--- config.mk ---
export PLATFORM = sky130hd
export DESIGN_NAME = timer_sched
export DESIGN_NICKNAME = d
export VERILOG_FILES = /design/src/rtl/timer_sched_pkg.sv /design/src/rtl/timer_sched_ch.sv /design/src/rtl/timer_sched.sv
export SDC_FILE = /design/constraint.sdc
export NUM_CORES = 1
export LEC_CHECK = 0
export ABC_CLOCK_PERIOD_IN_PS = 11000
export BUFFER_PORTS_ARGS = -buffer_cell sky130_fd_sc_hd__buf_2
export CAP_MARGIN = 40
export CORE_UTILIZATION = 50
export DETAILED_ROUTE_END_ITERATION = 7
export PLACE_DENSITY = 0.7
export SYNTH_ARGS = -nofsm -noshare
export SYNTH_HDL_FRONTEND = slang
export SYNTH_SLANG_ARGS = --single-unit
--- constraint.sdc ---
create_clock -name clk_i -period 11 [get_ports clk_i]
set_input_delay 0.55 -clock clk_i [delete_from_list [all_inputs] [get_ports clk_i]]
set_output_delay 0.55 -clock clk_i [all_outputs]
set_load 0.1 [all_outputs]
--- src/rtl/timer_sched_pkg.sv ---
// Shared types for the multi-channel timeout scheduler: channel state, per-channel
// timing configuration and the zero-to-one length saturation helper.
package timer_sched_pkg;

  // Widest supported timeout length; channel counters are this wide internally.
  localparam int CNT_W_MAX = 32;

  typedef enum logic {
    ST_IDLE  = 1'b0,
    ST_ARMED = 1'b1
  } state_e;

  typedef struct packed {
    logic [CNT_W_MAX-1:0] remaining;
    logic [CNT_W_MAX-1:0] reload;
    logic                 periodic;
  } ch_cfg_t;

  function automatic logic [CNT_W_MAX-1:0] sat1(input logic [CNT_W_MAX-1:0] cycles);
    return (cycles == '0) ? CNT_W_MAX'(1) : cycles;
  endfunction

endpackage

--- src/rtl/timer_sched_ch.sv ---
// One scheduler channel: IDLE/ARMED FSM, tick-down counter with optional reload,
// registered expiry pulse and sticky pending bit. CNT_W must not exceed CNT_W_MAX.
module timer_sched_ch
  import timer_sched_pkg::*;
#(
  parameter int CNT_W = 32
) (
  input  logic             clk_i,
  input  logic             rst_i,
  input  logic             en_i,
  input  logic             tick_i,
  input  logic             req_valid_i,
  input  logic [CNT_W-1:0] req_cycles_i,
  input  logic             req_periodic_i,
  input  logic             cancel_i,
  input  logic             pend_clr_i,
  output logic             req_ready_o,
  output state_e           state_o,
  output logic             expire_o,
  output logic             pend_o
);

  state_e               state_q;
  ch_cfg_t              cfg_q;
  logic                 expire_q;
  logic                 pend_q;
  logic                 fire;
  logic [CNT_W_MAX-1:0] cycles_ext;

  assign cycles_ext  = CNT_W_MAX'(req_cycles_i);
  assign req_ready_o = (state_q == ST_IDLE) & en_i & ~cancel_i;
  // A cancel in the final-tick cycle suppresses both the pulse and the pending set.
  assign fire = (state_q == ST_ARMED) & tick_i & ~cancel_i &
                (cfg_q.remaining == CNT_W_MAX'(1));

  always_ff @(posedge clk_i or posedge rst_i) begin
    if (rst_i) begin
      state_q  <= ST_IDLE;
      cfg_q    <= '0;
      expire_q <= 1'b0;
      pend_q   <= 1'b0;
    end else begin
      expire_q <= fire;
      // Setting wins over a clear both in the expiry cycle and in the pulse cycle.
      pend_q   <= (pend_q & ~pend_clr_i) | fire | expire_q;
      case (state_q)
        ST_IDLE: begin
          if (req_valid_i && req_ready_o) begin
            cfg_q.remaining <= sat1(cycles_ext);
            cfg_q.reload    <= sat1(cycles_ext);
            cfg_q.periodic  <= req_periodic_i;
            state_q         <= ST_ARMED;
          end
        end
        ST_ARMED: begin
          if (cancel_i) begin
            state_q <= ST_IDLE;
          end else if (tick_i) begin
            if (cfg_q.remaining == CNT_W_MAX'(1)) begin
              if (cfg_q.periodic) cfg_q.remaining <= cfg_q.reload;
              else                state_q         <= ST_IDLE;
            end else begin
              cfg_q.remaining <= cfg_q.remaining - CNT_W_MAX'(1);
            end
          end
        end
        default: state_q <= ST_IDLE;
      endcase
    end
  end

  assign state_o  = state_q;
  assign expire_o = expire_q;
  assign pend_o   = pend_q;

endmodule

--- src/rtl/timer_sched.sv ---
// Multi-channel timeout scheduler: a shared prescaler tick drives NUM_CH independent
// one-shot/periodic channels whose sticky pending bits are ORed into one interrupt.
module timer_sched
  import timer_sched_pkg::*;
#(
  parameter int NUM_CH = 4,
  parameter int CNT_W  = 32,
  parameter int DIV_W  = 16
) (
  input  logic                    clk_i,
  input  logic                    rst_i,
  input  logic                    en_i,
  input  logic [DIV_W-1:0]        div_i,
  input  logic [NUM_CH-1:0]       req_valid_i,
  output logic [NUM_CH-1:0]       req_ready_o,
  input  logic [NUM_CH*CNT_W-1:0] req_cycles_i,
  input  logic [NUM_CH-1:0]       req_periodic_i,
  input  logic [NUM_CH-1:0]       cancel_i,
  output logic [NUM_CH-1:0]       busy_o,
  output logic [NUM_CH-1:0]       expire_o,
  input  logic [NUM_CH-1:0]       pend_clr_i,
  output logic [NUM_CH-1:0]       pend_o,
  output logic                    irq_o
);

  logic [DIV_W-1:0] psc_q, psc_d;
  logic             tick;
  state_e           ch_state [NUM_CH];

  // A divisor lowered below the current count wraps the prescaler without a tick.
  always_comb begin
    psc_d = psc_q;
    if (en_i) psc_d = (psc_q >= div_i) ? '0 : psc_q + DIV_W'(1);
  end

  assign tick = en_i & (psc_q == div_i);

  always_ff @(posedge clk_i or posedge rst_i) begin
    if (rst_i) psc_q <= '0;
    else       psc_q <= psc_d;
  end

  for (genvar g = 0; g < NUM_CH; g++) begin : g_ch
    timer_sched_ch #(.CNT_W(CNT_W)) u_ch (
      .clk_i          (clk_i),
      .rst_i          (rst_i),
      .en_i           (en_i),
      .tick_i         (tick),
      .req_valid_i    (req_valid_i[g]),
      .req_cycles_i   (req_cycles_i[g*CNT_W +: CNT_W]),
      .req_periodic_i (req_periodic_i[g]),
      .cancel_i       (cancel_i[g]),
      .pend_clr_i     (pend_clr_i[g]),
      .req_ready_o    (req_ready_o[g]),
      .state_o        (ch_state[g]),
      .expire_o       (expire_o[g]),
      .pend_o         (pend_o[g])
    );
    assign busy_o[g] = (ch_state[g] == ST_ARMED);
  end

  assign irq_o = |pend_o;

endmodule

# Word level (Yosys, flattened, before mapping)
# Index checks and enable logic that the tools add are counted.
totals:
  output_inout_bits: 17
  ff_bits: 288
  in_bits: 163
  elab_cells: 167
op_classes:
  mux: 53
  add_sub_neg: 5
  eq_ne: 21
  n_lt_le_gt_ge: 1
  bitwise: 45
  reduce_logical: 17
ops:
  columns: ["op", "count"]
  rows:
  - ["two-way mux 32 bit", 20]
  - ["two-way mux 65 bit", 4]
  - ["case mux 32 bit (2 select lines)", 4]
  - ["equality test 32 x 1 -> 1 bit, second input constant", 4]
  - ["logical NOT 32 bit", 4]
  - ["subtractor 32 x 1 -> 32 bit, second input constant", 4]
  - ["AND 1 bit", 25]
  - ["!= test 2 bit, second input constant", 11]
  - ["two-way mux 1 bit", 20]
  - ["adder 16 x 1 -> 16 bit, second input constant", 1]
  - ["equality test 16 bit", 1]
  - ["greater-or-equal comparator 16 bit", 1]
  - ["two-way mux 16 bit", 1]
  - ["AND reduction 4 bit", 4]
  - ["!= test 3 bit, second input constant", 4]
  - ["inverter 1 bit", 12]
  - ["bitwise OR 1 bit", 8]
  - ["case mux 1 bit (2 select lines)", 4]
  - ["AND reduction 2 bit", 4]
  - ["logical AND 1 bit", 4]
  - ["OR reduction 4 bit", 1]
  - ["!= test 2 x 1 -> 1 bit, second input constant", 1]

# Depth between registers and ports, before layout
# Gate-level depths: netlist (run 1).
depth:
  ltp_word: 7
  ltp_mapped: 10
  mapped_depth_nobuf: 8

# By module
# From an unflattened synthesis (run 1), not the netlist that was laid out.
unflattened:
  cells_unflattened: 1974
  area_unflattened_um2: 16754.8
modules_own_cells:
  columns: ["module", "instances", "seq_area_each_um2", "cells_per_inst", "area_per_inst_um2"]
  rows:
  - ["timer_sched_ch at g_ch[2].u_ch ...", 2, 1701.6, 457, 3886.2]
  - ["timer_sched_ch at g_ch[0].u_ch ...", 2, 1701.6, 459, 3870.0]
  - ["timer_sched", 1, 400.4, 142, 1242.4]

# Worst setup path after synthesis (run 1)
# Ideal clock, no wire load.
synth_timing:
  path_kind: "input-to-reg"
  start: "input port div_i[5]"
  end: "register g_ch[2].u_ch.cfg_q[57] (netlist name)"
  n_path_buf: 1
  setup_time_ns: 0.121
  setup_slack_ns: 8.214
  arrival_time_ns: 2.665
  t_required_ns: 10.879
  stages: 9
  path_cell_list: "inv_1 -> ha_1 -> nand4_1 -> nor4_2 -> nand2_1 -> o31ai_1 -> clkbuf_1 -> o21ai_0 -> a22o_1"
synth_between:
  elab_chain_cells: 4
synth_lines:
  columns: ["element", "line_no", "text"]
  rows:
  - ["start: declaration", "timer_sched.sv:13", "input logic [DIV_W-1:0] div_i,"]
  - ["equality test 16 bit", "timer_sched.sv:36", "assign tick = en_i & (psc_q == div_i);"]
  - ["AND 1 bit", "timer_sched.sv:36", null]
  - ["!= test 2 bit (no line)", null, null]
  - ["AND reduction 4 bit (no line)", null, null]
  - ["end: declaration", "timer_sched_ch.sv:24", "ch_cfg_t cfg_q;"]
# Every way passes these cells.
# A chain may end at the register's enable or synchronous reset.

# Final worst setup path (run 1)
layout_timing:
  start: "register g_ch[2].u_ch.cfg_q[51] (netlist name)"
  end: "register g_ch[2].u_ch.cfg_q[48] (netlist name)"
layout_between:
  elab_chain_cells: 5
  word_cells_on_any_way: 7
  cone_classes: "eq/ne: 2; mux: 4; reduce/logical: 1"
layout_lines:
  columns: ["element", "line_no", "text"]
  rows:
  - ["equality test 32 x 1 -> 1 bit *", "timer_sched_ch.sv:59", "if (cfg_q.remaining == CNT_W_MAX'(1)) begin"]
  - ["two-way mux 32 bit", "timer_sched_ch.sv:59", null]
  - ["two-way mux 32 bit", "timer_sched_ch.sv:58", "end else if (tick_i) begin"]
  - ["two-way mux 32 bit", "timer_sched_ch.sv:56", "if (cancel_i) begin"]
  - ["case mux 32 bit (2 select lines)", "timer_sched_ch.sv:46", "case (state_q)"]
# Mark *: on every way between the ends. The rest lies on a longest branch, timed or not. The select of a mux whose other input is x is not followed.

==> impl_metrics.toml, run 1 <==
[run_status]
status = "finished clean"

[clocking]
cts.sinks = 288
root_buffer = "clkbuf_16"
postCtsSetupRepairBufs = 0
ctsResizeCount = 0
insertion_delay_ps = 510
htreeDepth = 2
clkTransAtPathRegs_ps = 60
cts_buffers = 34
tritoncts = "built"
cts_hold_buf = 0
cts_buffer_depth = 3

[setup_path]
cpMaxStageDelayCell = "o31a_1"
path_cells = "nor4_1 -> nand3_1 -> nor4_1 -> o31a_1 -> o21ai_0 -> o211ai_1"
cp_data_required_time_ps = 11420
cp-start-kind = "flop"
critPathKind = "reg -> reg"
cp_common_cell = "nor4_1"
path_max_fanout = 22
path_delay_family = "simple AND/OR/NAND/NOR gates"
r2r-start = "g_ch[2].u_ch.cfg_q[51]"
cp_num_buf_inv = 0
r2r_slack_ps = 7680
reg2reg_depth = 6
cp-end-kind = "flop"
crit_arrival_ps = 3740
timing.rr.end = "g_ch[2].u_ch.cfg_q[48]"
max_stage_delay_ps = 760

[layout]
fill_cells = 2969
nets = 2303
fin_cells = 2577
multiInputGateArea_sq_mm = 0.00846
area_growth_pct = 14.4
antenna_cells = 0
drive_above_1_share = 0.142
ff_latch_area_sq_mm = 0.00721

[power_and_ir_drop]
swShare = 0.319
p_switching_mw = 1.03
pwr-share-comb = 0.205
p_per_area_mw_per_mm2 = 172
power_frac_clock = 0.354
internal_power_mw = 2.21
ir_drop_uv = 122
leakagePower_nw = 8.59
p_seq_frac = 0.441

[grt]
busiest_layer = "met2"
grt_overflow = 0
use_met3 = 0.0333
grt_max_degree = 106
grt_pass1_wl_microns = 78300
grt_pass1_vias = 15131
met1_usage = 0.407
track_usage = 0.286
antenna_found_initial = 0
use_met2 = 0.461

[sta]
setup_viol = 0
setup_tns_ps = 0
worstMarginPinSlew_ps = 842
rsz0062_at_grt = "false"
final.period_utilization = 0.302
fmax_mhz = 301
hold_viol = 0
finClkSkew_ps = 20.8
finalMaxSlewViolations = 0
relSlewSlack = 0.434
post-route-min-period_ps = 3320

[drt]
wl_microns = 47300
drc = 0
drtAntennaViolNets = 0
drt_iter0_drc = 1371
routed_via_density = 6.10
vias = 15708
wl_per_cell_microns = 18.4
drt_first_pass_iters = 5

[logic_synthesis]
syn_inst = 1990
yosysUniqueCellTypes = 76
synth_fp_nets = 2178
yosysSeqAreaShare = 0.438
postSynth.asyncResetShare = 1.00
synth_area_sq_mm = 0.0165
synth_edf_count = 0
ys_warn_count = 0
synth-seq-cells = 288
ys.flop_type = "dfrtp_1"
avgSynthCellArea_sq_um = 8.27

[placement]
port_buffers = 179
dp_cells = 2521
dp_hpwl_microns = 32800
place.gp.congestion = 0.893

[floorplanning]
dieArea_sq_mm = 0.0337
die_h_microns = 183
io_pins = 180
die_w_microns = 183
start_util = 0.507
rows = 66
core_sq_mm = 0.0325

[hold_path]
hp-class = "in -> async"

[run]
cap_violations = 0
[kinds of logic (layout without fill, tap and decap cells)]
family,after synthesis,after routing,synth area share
xor gates and xnor gates,42,42,0.0223
adders and majority gates,25,25,0.0190
buffers and inverters,193,338,0.0500
AOI/OAI and AO/OA,471,471,0.192
DFF,288,288,0.438
and+or+nand+nor,963,963,0.273
muxes,8,8,0.00532
[Yosys cell counts (all sizes together), types with 13 or more instances]
master	count	area, sq um
a21oi	63	315
a22o	16	140
a31oi	59	369
a32oi	13	114
and3	14	87.6
buf	35	230
clkbuf	92	345
dfrtp	288	7210
ha	25	313
inv	66	248
nand2	483	1810
nand3	56	280
nand4	38	238
nor2	137	519
nor3	62	310
nor4	75	522
o2111ai	17	149
o211ai	50	375
o21ai	127	639
o31ai	20	155
or3	16	105
or4	20	154
xnor2	22	193
xor2	20	175
[worst max path at each step]
stage,endpoint,slack (ps),cells past startpoint,from
CTS,g_ch[2].u_ch.cfg_q[48],7720,6,g_ch[2].u_ch.cfg_q[51]
finish,g_ch[2].u_ch.cfg_q[48],7680,6,g_ch[2].u_ch.cfg_q[51]
global placement,g_ch[1].u_ch.cfg_q[41],7740,9,en_i
floorplan,g_ch[0].u_ch.cfg_q[0],2500,1,rst_i
detailed placement,g_ch[2].u_ch.cfg_q[48],7730,6,g_ch[2].u_ch.cfg_q[51]
global route,g_ch[2].u_ch.cfg_q[64],7440,6,g_ch[2].u_ch.cfg_q[51]
[worst register-to-register path, stage by stage (launching register included)]
cell      delay (ps)
dfrtp_1          440
nor4_1           590
nand3_1          380
nor4_1           710
o31a_1           760
o21ai_0          220
o211ai_1         130
[stage by stage]
| stage | hold WS (ps) | setup slack (ps) | power (mW) | util | cell area [sq um] |
|---|---|---|---|---|---|
| after detailed placement | 456 | 7730 | 2.09 | 0.545 | 17700 |
| after floorplan | 438 | 2500 | 1.89 | - | 16500 |
| after global routing | 252 | 7440 | 3.42 | 0.580 | 18800 |
| after global placement | 443 | 7740 | 2.07 | 0.542 | 17600 |
| final | 180 | 7680 | 3.24 | 0.580 | 18800 |
| after CTS | 218 | 7720 | 3.25 | 0.580 | 18800 |
[area by class of cell]
| class | count | area share |
|---|---|---|
| clock inverters | 8 | 0.00479 |
| inverters | 66 | 0.0136 |
| well taps | 442 | 0.0294 |
| repair buffers | 216 | 0.0643 |
| clock buffers | 48 | 0.0556 |
| multi-input cells | 1509 | 0.450 |
| flip-flops and latches | 288 | 0.383 |
[power groups by stage]
| stage | combinational [mW] | sequential [mW] | clock [mW] |
|---|---|---|---|
| 6_report | 0.665 | 1.43 | 1.15 |
| 2_1_floorplan | 0.516 | 1.38 | 0 |
| 3_3_place_gp | 0.636 | 1.43 | 0 |
| 3_5_place_dp | 0.657 | 1.44 | 0 |
| 4_1_cts | 0.661 | 1.42 | 1.17 |
| 5_1_grt | 0.754 | 1.46 | 1.21 |
[registers in the layout, indices dropped and copies added (netlist names)]
signal,flops
psc_q,16
g_ch.u_ch.cfg_q,260
g_ch.u_ch.expire_o,4
g_ch.u_ch.pend_o,4
g_ch.u_ch.state_o,4
[cells in the final DEF, fill, tap and decap left out, types with 19 or more instances in the layout]
cell,instances
ha_1,25
nor3_1,62
or4_1,19
o21ai_0,124
inv_1,65
nand2_1,483
nor4_1,67
xor2_1,20
buf_2,180
buf_4,31
a21oi_1,63
xnor2_1,22
nand4_1,38
nor2_1,135
a31oi_1,59
clkbuf_16,37
nand3_1,56
dfrtp_1,288
o211ai_1,50
[routing by layer]
metal  share of wire  vias up
met5               0        -
met4           0.023        0
met3           0.069       93
met2            0.46      611
met1            0.45     7549
li1                -     7455
Note: power is estimated with default switching activity, not from simulation.
==> inputs of run 2 (changes only) <==
Settings changed: ABC_AREA set to 1, ABC_CLOCK_PERIOD_IN_PS 11000 to 3430, PLACE_DENSITY 0.7 to 0.69.
Clock period 11 ns to 3.43 ns, I/O delays scaled along.
==> run 2 against run 1 <==
Critical path depth is 5 higher. Sequential power grew to 3.3 times the previous value. Synthesized cell count increased by 42%. Routed wire length is 13% higher. Via count up 18%. Core utilization is 2.5 points higher. Area after synthesis is 13% higher. Worst hold slack lost 160 ps. Non-clock buffer count up 126. Clock skew decreased by 12 ps. Total power rose to 4.4 times the previous value. Die area up 13%. Critical path type unchanged.
==> impl_metrics.toml, run 2 <==
[layout]
largest_reg_flops = 260
fin_cells = 3603
antenna_cells = 0
drive_above_1_share = 0.107
top_regs = "g_ch.u_ch.cfg_q (260), psc_q (16)"
area_growth_pct = 19.3
ff_latch_area_sq_mm = 0.00721
regMostFlops = "g_ch.u_ch.cfg_q"
layout_commonest_cell = "nand2_1"
nets = 3301
final_cell_mix = "nand2_1 (1134), nor2_1 (337), inv_1 (302), dfrtp_1 (288), o21ai_0 (183)"
fill_cells = 3479
multiInputGateArea_sq_mm = 0.00952

[drt]
wl_per_cell_microns = 14.9
drtAntennaViolNets = 0
drc = 0
wl_met1_microns = 24400
wl_met2_microns = 25300
routed_via_density = 5.16
drt_iter0_drc = 994
top_layer_used = "met4"
wl_met3_microns = 2630
wl_microns = 53600
drt_first_pass_iters = 5
vias = 18605

[floorplanning]
rows = 70
start_util = 0.508
dieArea_sq_mm = 0.0379
io_pins = 180
core_sq_mm = 0.0366
die_w_microns = 195
die_h_microns = 195

[grt]
track_usage = 0.289
grt_max_degree = 99
grt_overflow = 0
grt_pass1_vias = 18091
antenna_found_initial = 0
grt_pass1_wl_microns = 89800

[power_and_ir_drop]
leakagePower_nw = 12.4
total_power_mw = 14.3
ir_drop_uv = 431
p_per_area_mw_per_mm2 = 645

[clocking]
cts_buffer_depth = 3
clkTransAtPathRegs_ps = 60
cts_buffers = 34
htreeDepth = 2
ctsResizeCount = 0
cts_hold_buf = 138
root_buffer = "clkbuf_16"
cts.sinks = 288
tritoncts = "built"
insertion_delay_ps = 540
postCtsSetupRepairBufs = 0

[logic_synthesis]
yosys.area.top_type = "dfrtp_1"
ys_warn_count = 0
synth.most_common_cell = "nand2_1"
yosys-top-cells-count = "nand2_1 (1134), nor2_1 (337), inv_1 (303)"
postSynth.asyncResetShare = 1.00
synth_fp_nets = 3023
ys.flop_type = "dfrtp_1"
synth_area_sq_mm = 0.0186
avgSynthCellArea_sq_um = 6.55
synth-seq-cells = 288
yosysUniqueCellTypes = 41
ys_top_cells_by_area = "dfrtp_1 (39%), nand2_1 (23%), nor2_1 (6.8%)"
syn_inst = 2835
synth_edf_count = 0
yosysSeqAreaShare = 0.388
synth_top_area_share = 0.388

[sta]
hold_viol = 0
finalMaxSlewViolations = 0
final.period_utilization = 0.766
fmax_mhz = 380
worstMarginPinSlew_ps = 913
relSlewSlack = 0.390
fin_ws_ps = 802
rsz0062_at_grt = "false"
setup_viol = 0
finClkSkew_ps = 8.59
post-route-min-period_ps = 2630

[setup_path]
cp_data_required_time_ps = 3900
path_cells = "ha_1 -> nand2_1 -> nor2_2 -> nand4_2 -> nor2_4 -> nand2_4 -> clkinv_2 -> nand2_2 -> a21oi_4 -> nand2_1 -> nand2_1"
crit_arrival_ps = 3100
reg2reg_depth = 11
cp-end-kind = "flop"
cpMaxStageDelayCell = "a21oi_4"
path_max_fanout = 32
critPathKind = "reg -> reg"
cp-start-kind = "flop"
r2r_slack_ps = 800
cp_common_cell = "nand2_1"
r2r-start = "psc_q[13]"
max_stage_delay_ps = 750
timing.rr.end = "g_ch[3].u_ch.cfg_q[54]"

[hold_path]
min_path_cells = 3
worstHoldStart = "req_valid_i[0]"
hold-path-endpoint = "g_ch[0].u_ch.state_o"
hp-class = "in -> reg"

[run]
cap_violations = 0

[placement]
dp_cells = 3407
dp_slack_ps = 792
dp_hpwl_microns = 37300
port_buffers = 179
place.gp.congestion = 0.924

[run_status]
status = "finished clean"
-- run 2: how the worst max path moves through the flow --
stage / startpoint / endpoint / slack, ps / depth (start not counted)
2_1_floorplan: rst_i / g_ch[0].u_ch.cfg_q[0] / -560 / 1
3_3_place_gp: psc_q[7] / g_ch[3].u_ch.cfg_q[33] / 850 / 12
3_5_place_dp: psc_q[13] / g_ch[3].u_ch.cfg_q[54] / 790 / 11
4_1_cts: psc_q[13] / g_ch[3].u_ch.cfg_q[61] / 750 / 11
5_1_grt: psc_q[13] / g_ch[3].u_ch.cfg_q[51] / 500 / 11
6_report: psc_q[13] / g_ch[3].u_ch.cfg_q[54] / 800 / 11
-- run 2: routing by layer --
layer / up-vias / global-route usage
li1: 9356 / -
met1: 8676 / 0.384
met2: 485 / 0.490
met3: 88 / 0.0383
met4: 0 / 0.0910
met5: - / 0
-- run 2: layout make-up --
type                       count  share of cell area
inverter                     316              0.0538
sequential                   288               0.325
timing repair buffer         342               0.113
clock buffer                  50              0.0458
multi-input combinational   2131               0.430
clock inverter                 8             0.00632
tap                          468              0.0264
-- run 2: cells by family (layout without fill, tap and decap cells) --
logic type	count (synthesis)	count (layout)	share of synthesized area
simple gates	1757	1757	0.388
xor+xnor	46	46	0.0217
fa+ha+maj	25	25	0.0168
buf+inv	416	716	0.0997
flops	288	288	0.388
compound gates	303	303	0.0863
-- run 2: per-stage QoR --
stage | utilization | cell area (sq um) | TNS (ps) | hold slack, ps
final | 0.605 | 22200 | 0 | 18.3
after global placement | 0.536 | 19600 | 0 | 356
after floorplan | - | 18600 | -161480 | 281
after global routing | 0.605 | 22200 | 0 | 47.1
after detailed placement | 0.536 | 19600 | 0 | 372
after CTS | 0.605 | 22200 | 0 | 2.44
-- run 2: critical path, delay by kind of cell (launching register included) --
family / cells / cell delay [ps]
AOI/OAI and AO/OA: 1 / 750
adders and majority gates: 1 / 340
buffers and inverters: 1 / 110
DFF: 1 / 450
and+or+nand+nor: 8 / 880
-- run 2: report_power, final --
part	internal, mW	total (mW)	leakage [nW]	switching [mW]
clock	2.34	3.81	0.568	1.46
combinational	1.97	5.84	8.09	3.87
sequential	4.08	4.65	3.73	0.569
total	8.39	14.3	12.4	5.90
